### src/rtl/mem_arbiter.sv
// Round-robin arbiter sharing one memory port between ICache and DCache.
// One line transaction at a time: IDLE -> ISSUE -> RESP -> IDLE.
module mem_arbiter #(
    parameter int ADDR_W = 32,
    parameter int LINE_W = 128
) (
    input  logic              clk,
    input  logic              reset,
    input  logic              reqI_mem,
    input  logic [ADDR_W-1:0] reqAddrI_mem,
    input  logic              data_filled_ackI,
    output logic              mem_data_rdyI,
    output logic [LINE_W-1:0] instr_from_mem,
    input  logic              reqD_mem,
    input  logic              reqWrD_mem,
    input  logic [ADDR_W-1:0] reqAddrD_mem,
    input  logic [LINE_W-1:0] reqDataD_mem,
    input  logic              data_filled_ackD,
    output logic              mem_data_rdyD,
    output logic [LINE_W-1:0] data_from_mem,
    output logic              mem_req,
    output logic              mem_we,
    output logic [ADDR_W-1:0] mem_addr,
    output logic [LINE_W-1:0] mem_wdata,
    input  logic [LINE_W-1:0] mem_rdata,
    input  logic              mem_ack,
    output logic              busy
);

    typedef enum logic [1:0] {
        IDLE  = 2'd0,
        ISSUE = 2'd1,
        RESP  = 2'd2
    } state_t;

    state_t            state_q;
    state_t            state_d;
    logic              owner_q;
    logic              last_q;
    logic              we_q;
    logic [ADDR_W-1:0] addr_q;
    logic [LINE_W-1:0] wdata_q;
    logic [LINE_W-1:0] line_q;

    logic any_req;
    logic grant_d;
    logic owner_ack;

    // owner_q / last_q: 1 = DCache, 0 = ICache
    assign any_req   = reqI_mem | reqD_mem;
    assign grant_d   = reqD_mem & (~reqI_mem | ~last_q);
    assign owner_ack = owner_q ? data_filled_ackD : data_filled_ackI;

    // State register
    always_ff @(posedge clk) begin
        if (reset) begin
            state_q <= IDLE;
        end else begin
            state_q <= state_d;
        end
    end

    // Next-state logic
    always_comb begin
        state_d = state_q;
        unique case (state_q)
            IDLE:    if (any_req)   state_d = ISSUE;
            ISSUE:   if (mem_ack)   state_d = RESP;
            RESP:    if (owner_ack) state_d = IDLE;
            default: state_d = IDLE;
        endcase
    end

    // Latch the winning request; later requester changes are ignored
    always_ff @(posedge clk) begin
        if (reset) begin
            owner_q <= 1'b0;
            last_q  <= 1'b1;
            we_q    <= 1'b0;
            addr_q  <= '0;
            wdata_q <= '0;
        end else if (state_q == IDLE && any_req) begin
            owner_q <= grant_d;
            last_q  <= grant_d;
            we_q    <= grant_d & reqWrD_mem;
            addr_q  <= grant_d ? reqAddrD_mem : reqAddrI_mem;
            wdata_q <= grant_d ? reqDataD_mem : '0;
        end
    end

    // Capture read data on the memory ack; writes leave the line alone
    always_ff @(posedge clk) begin
        if (reset) begin
            line_q <= '0;
        end else if (state_q == ISSUE && mem_ack && !we_q) begin
            line_q <= mem_rdata;
        end
    end

    // Outputs decoded from registered state only
    always_comb begin
        busy           = (state_q != IDLE);
        mem_req        = (state_q == ISSUE);
        mem_we         = (state_q == ISSUE) & we_q;
        mem_addr       = addr_q;
        mem_wdata      = wdata_q;
        mem_data_rdyI  = (state_q == RESP) & ~owner_q;
        mem_data_rdyD  = (state_q == RESP) & owner_q;
        instr_from_mem = line_q;
        data_from_mem  = line_q;
    end

endmodule
### config.mk
export PLATFORM = sky130hd
export DESIGN_NAME = mem_arbiter
export DESIGN_NICKNAME = d
export VERILOG_FILES = /design/src/rtl/mem_arbiter.sv
export SDC_FILE = /design/constraint.sdc
export NUM_CORES = 1
export LEC_CHECK = 0
export BUFFER_PORTS_ARGS = -buffer_cell sky130_fd_sc_hd__buf_4
export CORE_AREA = 4 4 287 289
export CTS_CLUSTER_DIAMETER = 200
export DETAILED_ROUTE_END_ITERATION = 10
export DIE_AREA = 0 0 291 293
export SYNTH_ARGS = -nofsm -noshare
export SYNTH_HDL_FRONTEND = slang
export SYNTH_SLANG_ARGS = --single-unit
### constraint.sdc
create_clock -name clk -period 3.2 [get_ports clk]
set_input_delay 0.48 -clock clk [delete_from_list [all_inputs] [get_ports clk]]
set_output_delay 0.48 -clock clk [all_outputs]
set_load 0.03 [all_outputs]
=== Word level (Yosys, flattened, before mapping) ===
Cells that the tools add are included.

* Bits in read-only memories: 0
* Bits of input ports: 328
* Register bits: 293
* Bits in latches: 0
* Memories: 0
* Memory bits (writable): 0

* Order comparisons: 0
* Reduce and logical (&&, ||, !) cells: 7
* Eq/ne operators: 5
* $add $sub $neg: 0
* Multipliers: 0
* Mux-type cells: 7
* Bitwise operators: 10
* Div/mod/pow operators: 0
* Shift operators: 0

{| class="wikitable"
|+ Operators with widths
! kind !! count
|-
| 128-bit 2-to-1 mux || 1
|-
| 32-bit 2-to-1 mux || 1
|-
| 2-bit 2-to-1 mux || 3
|-
| 2-bit case mux with 3 select lines || 1
|-
| 1-bit bitwise AND || 5
|-
| 2-bit != test, second input constant || 2
|-
| 1-bit logical AND || 3
|-
| 1-bit inverter || 3
|-
| 3-bit AND reduction || 1
|-
| 2-bit by 1-bit == test with 1-bit output, second input constant || 1
|-
| 2-bit == test, second input constant || 1
|-
| 2-bit zero test || 1
|-
| 2-bit by 1-bit != test with 1-bit output, second input constant || 1
|-
| 1-bit bitwise OR || 2
|-
| 2-bit nonzero test || 1
|-
| 1-bit zero test || 1
|-
| 1-bit 2-to-1 mux || 1
|}

=== Depth between registers and ports, before layout ===
Gate-level depths: netlist of the first run.

* Depth in word-level cells: 4
* Depth in mapped cells: 7
* Gate-level depth less buffers: 4

=== Worst setup path before layout of the first run ===
Ideal clock, no wire load.

* Path kind: reg-to-output
* From: register state_q[0]
* To: output port mem_we
* Cell stages (with the launch flop): 4
* Buffers on the path: 1
* Arrival: 1323 ps
* Path slack: 1397 ps
* Cell sequence: dfxtp_1 buf_2 nor2b_1 and2_1

* Word-level cells in the longest chain between the ends: 2

{| class="wikitable"
|+ Ends and longest elaborated chain
! what !! line !! source
|-
| start, declared || 36 || <nowiki>state_t state_q;</nowiki>
|-
| start signal, assigned || 59 || <nowiki>state_q <= state_d;</nowiki>
|-
| 2-bit by 1-bit == test with 1-bit output || -- ||
|-
| via mem_req || 21 || <nowiki>output logic mem_req,</nowiki>
|-
| 1-bit bitwise AND || 104 || <nowiki>mem_we = (state_q == ISSUE) & we_q;</nowiki>
|-
| end, declared || 22 || <nowiki>output logic mem_we,</nowiki>
|}

The timed path passes the listed nets, and every way through them passes these cells.

=== Worst setup path in the final report of the first run ===
* From: register state_q[0]
* To: output port busy

* Word-level cells in the longest chain between the ends: 1

{| class="wikitable"
|+ Ends and longest elaborated chain
! what !! line !! source
|-
| 2-bit nonzero test || 102 || <nowiki>busy = (state_q != IDLE);</nowiki>
|-
| end, declared || 27 || <nowiki>output logic busy</nowiki>
|}

No other way between the ends.

==> impl_results.md, run 1 <==
- Post-route DRC violation count: 0
- Clock root cell: clkbuf_16
- #FFs+latches synth: roughly 300
- Starting density of the core: 0.137
- Period utilization: 0.763
- Top cell by count, worst path: buf_4
- Fill cell count: 8801
- Placer Congestion: 0.790
- Total Power: ~10 mW
- Syn nets: 1510
- Die extent in y: 293 um
- # Post-CTS Setup Buffers: 0
- Hold Buf Count CTS: 0
- Hold WC Path Type: input pin to register
- Fin. Hold Viols: 0
- Syn-to-layout area delta: 63.6%
- CP Data Required Time: 2.72 ns
- Placed insts: about 2.8k
- Cell count after synthesis: 1182
- Busiest grt layer: met2
- Total number of vias: roughly 11k
- Detailed Place HPWL: between 30 and 40 mm
- WL per Instance: 16.2 um
- IO Port Bufs: 748
- Total leakage power: 8.04 nW
- CTS sink count: 293
- Share of layout cells above drive strength 1: 0.466
- Vias/cell: 3.70
- Core area: 79900 um^2
- Initial antenna violation count: 0
- Startpoint types: register
- Grt met1 use: 0.117
- Post-synthesis sequential area ratio: 0.536
- Slowest stage delay, CP: 0.42 ns
- Max-slew violation count: 0
- Clk Latency, worst-skew pair: 0.55 ns
- Total wire length: 46.2 mm
- Detail Route Antenna Nets: 0
- Pwr per Cell Area: 564 nW/um^2
- Layout Nets: approximately 2.1k
- Largest net degree at the start of global routing: between 100 and 150
- Yosys warns: 0
- Final instance area: 17900 um^2
- Die width: approximately 290 um
- M3 GR Usage: 0.0268
- Clock-pin slew of the registers on the worst-case setup and hold paths: 0.06 ns
- Inserted Diodes: 0
- Syn avg cell area: 9.26 um^2
- Vias in the first global route: 10.2k
- H-Tree Depth: 2
- Worst setup EP type: primary output
- Dpl cell area: 16700 um^2
- CTS tree: done
- CP Max Fanout: 31
- Crit path kind: register to primary output
- Worst path arrival time: about 2.0 ns
- CP cell instances: nor2_4 > buf_4 > inv_1 > buf_4
- Fin crit period: 2.44 ns
- Total of max-cap violations: 0
- Full die area: 85300 um^2
- Maximum vdd drop: between 0.2 and 0.3 mV
- Outcome: finished clean
- Max Freq: about 410 MHz
- GRT Total Usage: 0.0987
- Slowest CP cell: dfxtp_1
- Final Non-Filler Cells: 2855
- Setup TNS: 0 ns
- Cell variety after synth: 28
- Cell Area, Synth: 10900 um^2
- Pre-CTS WS: around 1.1 ns
- Starting DRT DRC Count: 449
- Synth async-reset ratio: 0
- RSZ-0062 raised after global routing: no
- Global Route met2 Usage: 0.174
- Clock buffer depth: 3
- Core Rows: 104
- Total CTS buffers: 36
- EDFF count, synth: 0
- Post-CTS Resized: 0
- Final WS setup: 0.757 ns
- Worst-Margin Slew: 0.980 ns
- Slew headroom: 0.345
- Clock Skew: roughly 0.023 ns
- Prevailing post-synth register cell: dfxtp_1
- Global route overflow: 0
- Detailed-router iteration count before antenna repair: 4
- # setup viols final: 0
- Global-route wire length before repair: 65.7 mm
- I/O pin cnt: 749
## metal layers
layer | vias up | part of all wire
li1 | 5094 | -
met5 | - | 0
met4 | 0 | 0.025
met3 | 56 | 0.078
met1 | 4939 | 0.40
met2 | 479 | 0.50
## layout make-up
class | instances | area (um^2) | share of cell area
well taps | 1060 | 1330 | 0.0741
flip-flops and latches | 293 | 5870 | 0.328
inverters | 1 | 3.75 | 0.000210
clock inverters | 11 | 143 | 0.00797
repair buffers | 772 | 5870 | 0.328
multi-input cells | 668 | 3650 | 0.204
clock buffers | 50 | 1040 | 0.0583
## per-stage QoR
| step | hold WS, ns | utilization |
|---|---|---|
| floorplan | 0.463 | - |
| global placement | 0.458 | 0.209 |
| detailed placement | 0.456 | 0.209 |
| CTS | 0.0866 | 0.224 |
| global route | 0.100 | 0.224 |
| finish | 0.146 | 0.224 |
## where the power goes
group	leakage (nW)	total (mW)	internal, mW	switching (mW)
combinational	5.06	1.97	0.810	1.16
clock	0.588	4.11	2.45	1.65
sequential	2.39	4.03	3.86	0.168
## cell families after synthesis
kind of cell / count (synthesis) / synth area share
AOI/OAI and AO/OA: 331 / 0.209
buffers and inverters: 221 / 0.135
DFF: 293 / 0.536
muxes: 1 / 0.000915
and+or+nand+nor: 336 / 0.120
## synthesized netlist by cell type (all sizes together), types with 2 or more instances
cell	n	area, um^2
and3	2	12.5
nor2	4	17.5
clkbuf	26	97.6
nand2	321	1200
nand3b	2	15.0
buf	194	1380
a22o	129	1130
dfxtp	293	5870
a21oi	165	830
a311oi	32	280
## critical path, delay by kind of cell (launching register included)
kind | cells | cell delay [ns]
simple gates | 1 | 0.26
buf+inv | 3 | 0.73
flops | 1 | 0.42
## flip-flops by register name, indices dropped and copies added, names as in the netlist
name	cells
data_from_mem	128
mem_wdata	128
mem_addr	32
state_q	2
last_q	1
owner_q	1
we_q	1
## final timing paths
path | start | end | slack [ns] | cells after the start
hold / removal | reqDataD_mem[85] | mem_wdata[85] | 0.15 | 2
setup reg to reg | state_q[0] | data_from_mem[41] | 1.18 | 4
hold reg to reg | data_from_mem[69] | data_from_mem[69] | 0.47 | 2
setup / recovery | state_q[0] | busy | 0.76 | 4
## placed cells by master (no fill, tap or decap), types with 4 or more instances in the layout
| cell | netlist | layout |
|---|---|---|
| buf_12 | 0 | 6 |
| a22o_1 | 129 | 129 |
| clkbuf_1 | 26 | 5 |
| clkbuf_8 | 0 | 9 |
| nand2_1 | 321 | 321 |
| clkinv_2 | 0 | 4 |
| buf_4 | 132 | 765 |
| dfxtp_1 | 293 | 293 |
| a21oi_1 | 164 | 164 |
| a311oi_1 | 32 | 32 |
| clkbuf_16 | 0 | 36 |
(Power assumes the default switching activity.)
==> run 2: changes to the inputs <==
--- a/config.mk
+++ b/config.mk
@@ -5,6 +5,7 @@
 export SDC_FILE = /design/constraint.sdc
 export NUM_CORES = 1
 export LEC_CHECK = 0
+export ABC_AREA = 1
 export BUFFER_PORTS_ARGS = -buffer_cell sky130_fd_sc_hd__buf_4
 export CORE_AREA = 4 4 287 289
 export CTS_CLUSTER_DIAMETER = 200
==> constraint.sdc (replaced) <==
create_clock -name clk -period 2.5 [get_ports clk]
set_input_delay 0.375 -clock clk [delete_from_list [all_inputs] [get_ports clk]]
set_output_delay 0.375 -clock clk [all_outputs]
set_load 0.03 [all_outputs]
==> impl_results.md, run 2 <==
- Outcome: finished clean
- Placed insts: 3360 (+20%)
- Core area: 79900 um^2 (unchanged)
- Synth async-reset ratio: 0 (unchanged)
- #FFs+latches synth: 293 (unchanged)
- Hold Buf Count CTS: 0 (unchanged)
- Hold-critical path endpoint: mem_wdata[69]
- Slowest stage delay, CP: 0.44 ns (+0.02 ns)
- Worst setup EP type: primary output
- Clock root cell: clkbuf_16
- Clock power share: 0.388 (-0.018)
- Share of layout cells above drive strength 1: 0.362 (-0.103)
- R2r setup slk: 0.83 ns (-0.35 ns)
- Post-CTS Resized: 0 (unchanged)
- Placer Congestion: 0.826 (+4.6%)
- Crit path kind: register to primary output
- Global route overflow: 0 (unchanged)
- Starting DRT DRC Count: 570 (+27%)
- # Post-CTS Setup Buffers: 0 (unchanged)
- Total of max-cap violations: 0 (unchanged)
- Maximum vdd drop: 0.490 mV (+70%)
- Int Pwr: 9.84 mW (+38%)
- Max Freq: 456 MHz
- Vias/cell: 3.95 (+6.7%)
- Slowest CP cell: dfxtp_1
- CP Buf/Inv Count: 3 (unchanged)
- Crit path max-delay family: flip-flops
- Hold wc startpoint: reqDataD_mem[69]
- Total leakage power: 9.40 nW (+17%)
- End of the worst register-to-register path: mem_wdata[70]
- Fin. Hold Viols: 0 (unchanged)
- Die width: 291 um (unchanged)
- Fill cell count: 8863 (+0.70%)
- Slew headroom: 0.510 (+0.165)
- Startpoint types: register
- Area contributors post-synth: dfxtp_1 (45%), nand2_1 (11%), nor2_1 (10%)
- Max-slew violation count: 0 (unchanged)
- CTS sink count: 293 (unchanged)
- Psw: 4.87 mW (+63%)
- Setup TNS: 0 ns (unchanged)
- Syn avg cell area: 7.28 um^2 (-21%)
- WHS: 0.107 ns (-0.0396 ns)
- Min-Delay Path Depth: 3 (+1)
- CTS tree: done
- Final WS setup: 0.306 ns (-0.451 ns)
- Final Non-Filler Cells: 3430 (+20%)
- Clock-pin slew of the registers on the worst-case setup and hold paths: 0.06 ns (about the same)
- Starting density of the core: 0.163 (+0.0259)
- Clock buffer depth: 3 (unchanged)
- Cell count after synthesis: 1787 (+51%)
- Detailed-router iteration count before antenna repair: 5 (+1)
- Prevailing post-synth register cell: dfxtp_1
- Commonest cells post-synth: nand2_1 (396), nor2_1 (359), dfxtp_1 (293)
- Total wire length: 56.8 mm (+23%)
- Initial antenna violation count: 7 (+7)
- Core Rows: 104 (unchanged)
- Most frequent cells in the layout: buf_4 (771), nand2_1 (393), nor2_1 (356), dfxtp_1 (293), a21oi_1 (132)
- Yosys top cell by area: dfxtp_1
- Commonest non-fill, non-tap cell in the layout: buf_4
- IO Port Bufs: 748 (unchanged)
- Total CTS buffers: 39 (+8.3%)
- Full die area: 85300 um^2 (unchanged)
- RSZ-0062 raised after global routing: no
- Post-synthesis sequential area ratio: 0.451 (-0.0853)
- Period utilization: 0.878
- Worst path depth: 5 (+1)
- Detail Route Antenna Nets: 0 (unchanged)
- Sequential Power Share: 0.360 (-0.039)
- Detailed Place HPWL: 42.1 mm (+19%)
- Clock Skew: 0.0136 ns (-0.00901 ns)
- Cell variety after synth: 16 (-43%)
- Post-route DRC violation count: 0 (unchanged)
- CP Data Required Time: 2.12 ns (-0.60 ns)
- Global-route wire length before repair: 81.5 mm (+24%)
- Synth top area share: 0.451 (-0.0853)
- Largest net degree at the start of global routing: 133 (+3.1%)
- Syn-to-layout area delta: 55.0%
- Yosys warns: 0 (unchanged)
- H-Tree Depth: 2 (unchanged)
- # setup viols final: 0 (unchanged)
- Hold WC Path Type: input pin to register
- EDFF count, synth: 0 (unchanged)
- Fin util: 0.253 (+0.0284)
- R2R depth: 5 (+1)
- Switching share of power: 0.331 (+0.0360)
- Worst path arrival time: 1.82 ns (-0.14 ns)
- Syn nets: 2115 (+40%)
- I/O pin cnt: 749 (unchanged)
- WL per Instance: 16.6 um (+2.4%)
- Clk Latency, worst-skew pair: 0.55 ns (about the same)
- Count leader, synth: nand2_1
- RR Startpoint: last_q
- Pre-CTS WS: 0.700 ns (-0.385 ns)
- Comb power frac: 0.252 (+0.057)
- CP Max Fanout: 3 (-90%)
- Pwr per Cell Area: 729 nW/um^2 (+29%)
- Worst-Margin Slew: 0.735 ns (-0.245 ns)
- Die extent in y: 293 um (unchanged)
- Total number of vias: 13.5k (+28%)
- Fin crit period: 2.19 ns
- Cell Area, Synth: 13000 um^2 (+19%)
- CP cell instances: inv_1 > nor2_1 > inv_1 > nor2_1 > buf_4
- Vias in the first global route: 12.8k (+25%)
- GRT Total Usage: 0.123 (+0.0244)
- Layout Nets: 2669 (+27%)
[run 2: changes by cell type in the layout (fill, tap and decap cells not counted), sizes merged, moves of 13 or more]
| cell | previous run | this run |
|---|---|---|
| nand4 | 0 | 129 |
| a22o | 129 | 0 |
| a21oi | 165 | 132 |
| inv | 4 | 74 |
| nor2 | 4 | 360 |
| buf | 772 | 785 |
| a311oi | 32 | 0 |
| nand3b | 2 | 128 |
| nand2 | 321 | 396 |
[run 2: area by class of cell]
| cell class | count | area, um^2 | area share |
|---|---|---|---|
| Sequential cell | 293 | 5870 | 0.291 |
| Clock inverter | 14 | 140 | 0.00695 |
| Tap cell | 1060 | 1330 | 0.0657 |
| Multi-Input combinational cell | 1150 | 5340 | 0.265 |
| Inverter | 72 | 275 | 0.0136 |
| Clock buffer | 54 | 1150 | 0.0572 |
| Timing Repair Buffer | 785 | 6070 | 0.301 |
| Antenna cell | 2 | 5.00 | 0.000248 |
[run 2: cell families after synthesis]
| family | share of synthesized area |
|---|---|
| and+or+nand+nor | 0.356 |
| buffers and inverters | 0.142 |
| DFF | 0.451 |
| AOI/OAI and AO/OA | 0.0508 |
[run 2: through the flow]
step                      instance area (um^2)  total power [mW]
after floorplan                          13000              7.64
after global placement                   18900              9.12
after detailed placement                 18900              9.14
after CTS                                20200              15.0
after global routing                     20200              15.5
final                                    20200              14.7
[run 2: worst max-delay path by stage]
stage,from,to,slack [ns]
floorplan,state_q[1],mem_addr[0],1.07
global placement,mem_ack,data_from_mem[4],0.73
detailed placement,mem_ack,data_from_mem[100],0.70
CTS,state_q[1],mem_data_rdyI,0.13
global route,state_q[1],mem_data_rdyI,0.04
finish,state_q[1],mem_data_rdyI,0.31
[run 2: power groups by stage]
stage	Combinational, mW	Clock [mW]	Sequential, mW
6_report	3.71	5.71	5.29
5_1_grt	4.00	6.13	5.33
4_1_cts	3.76	5.96	5.29
3_5_place_dp	3.75	0	5.39
3_3_place_gp	3.74	0	5.38
2_1_floorplan	1.68	0	5.96
[run 2: routing by layer]
layer / up-vias / track usage / wire (um)
met5: - / 0 / 41
met4: 8 / 0.0393 / 1630
met3: 85 / 0.0494 / 5440
met2: 534 / 0.208 / 27200
met1: 6202 / 0.143 / 22500
li1: 6717 / - / -
[run 2: tightest hold or removal path, stage by stage]
cell     delay [ns]
buf_4          0.11
nand4_1        0.07
a21oi_1        0.05
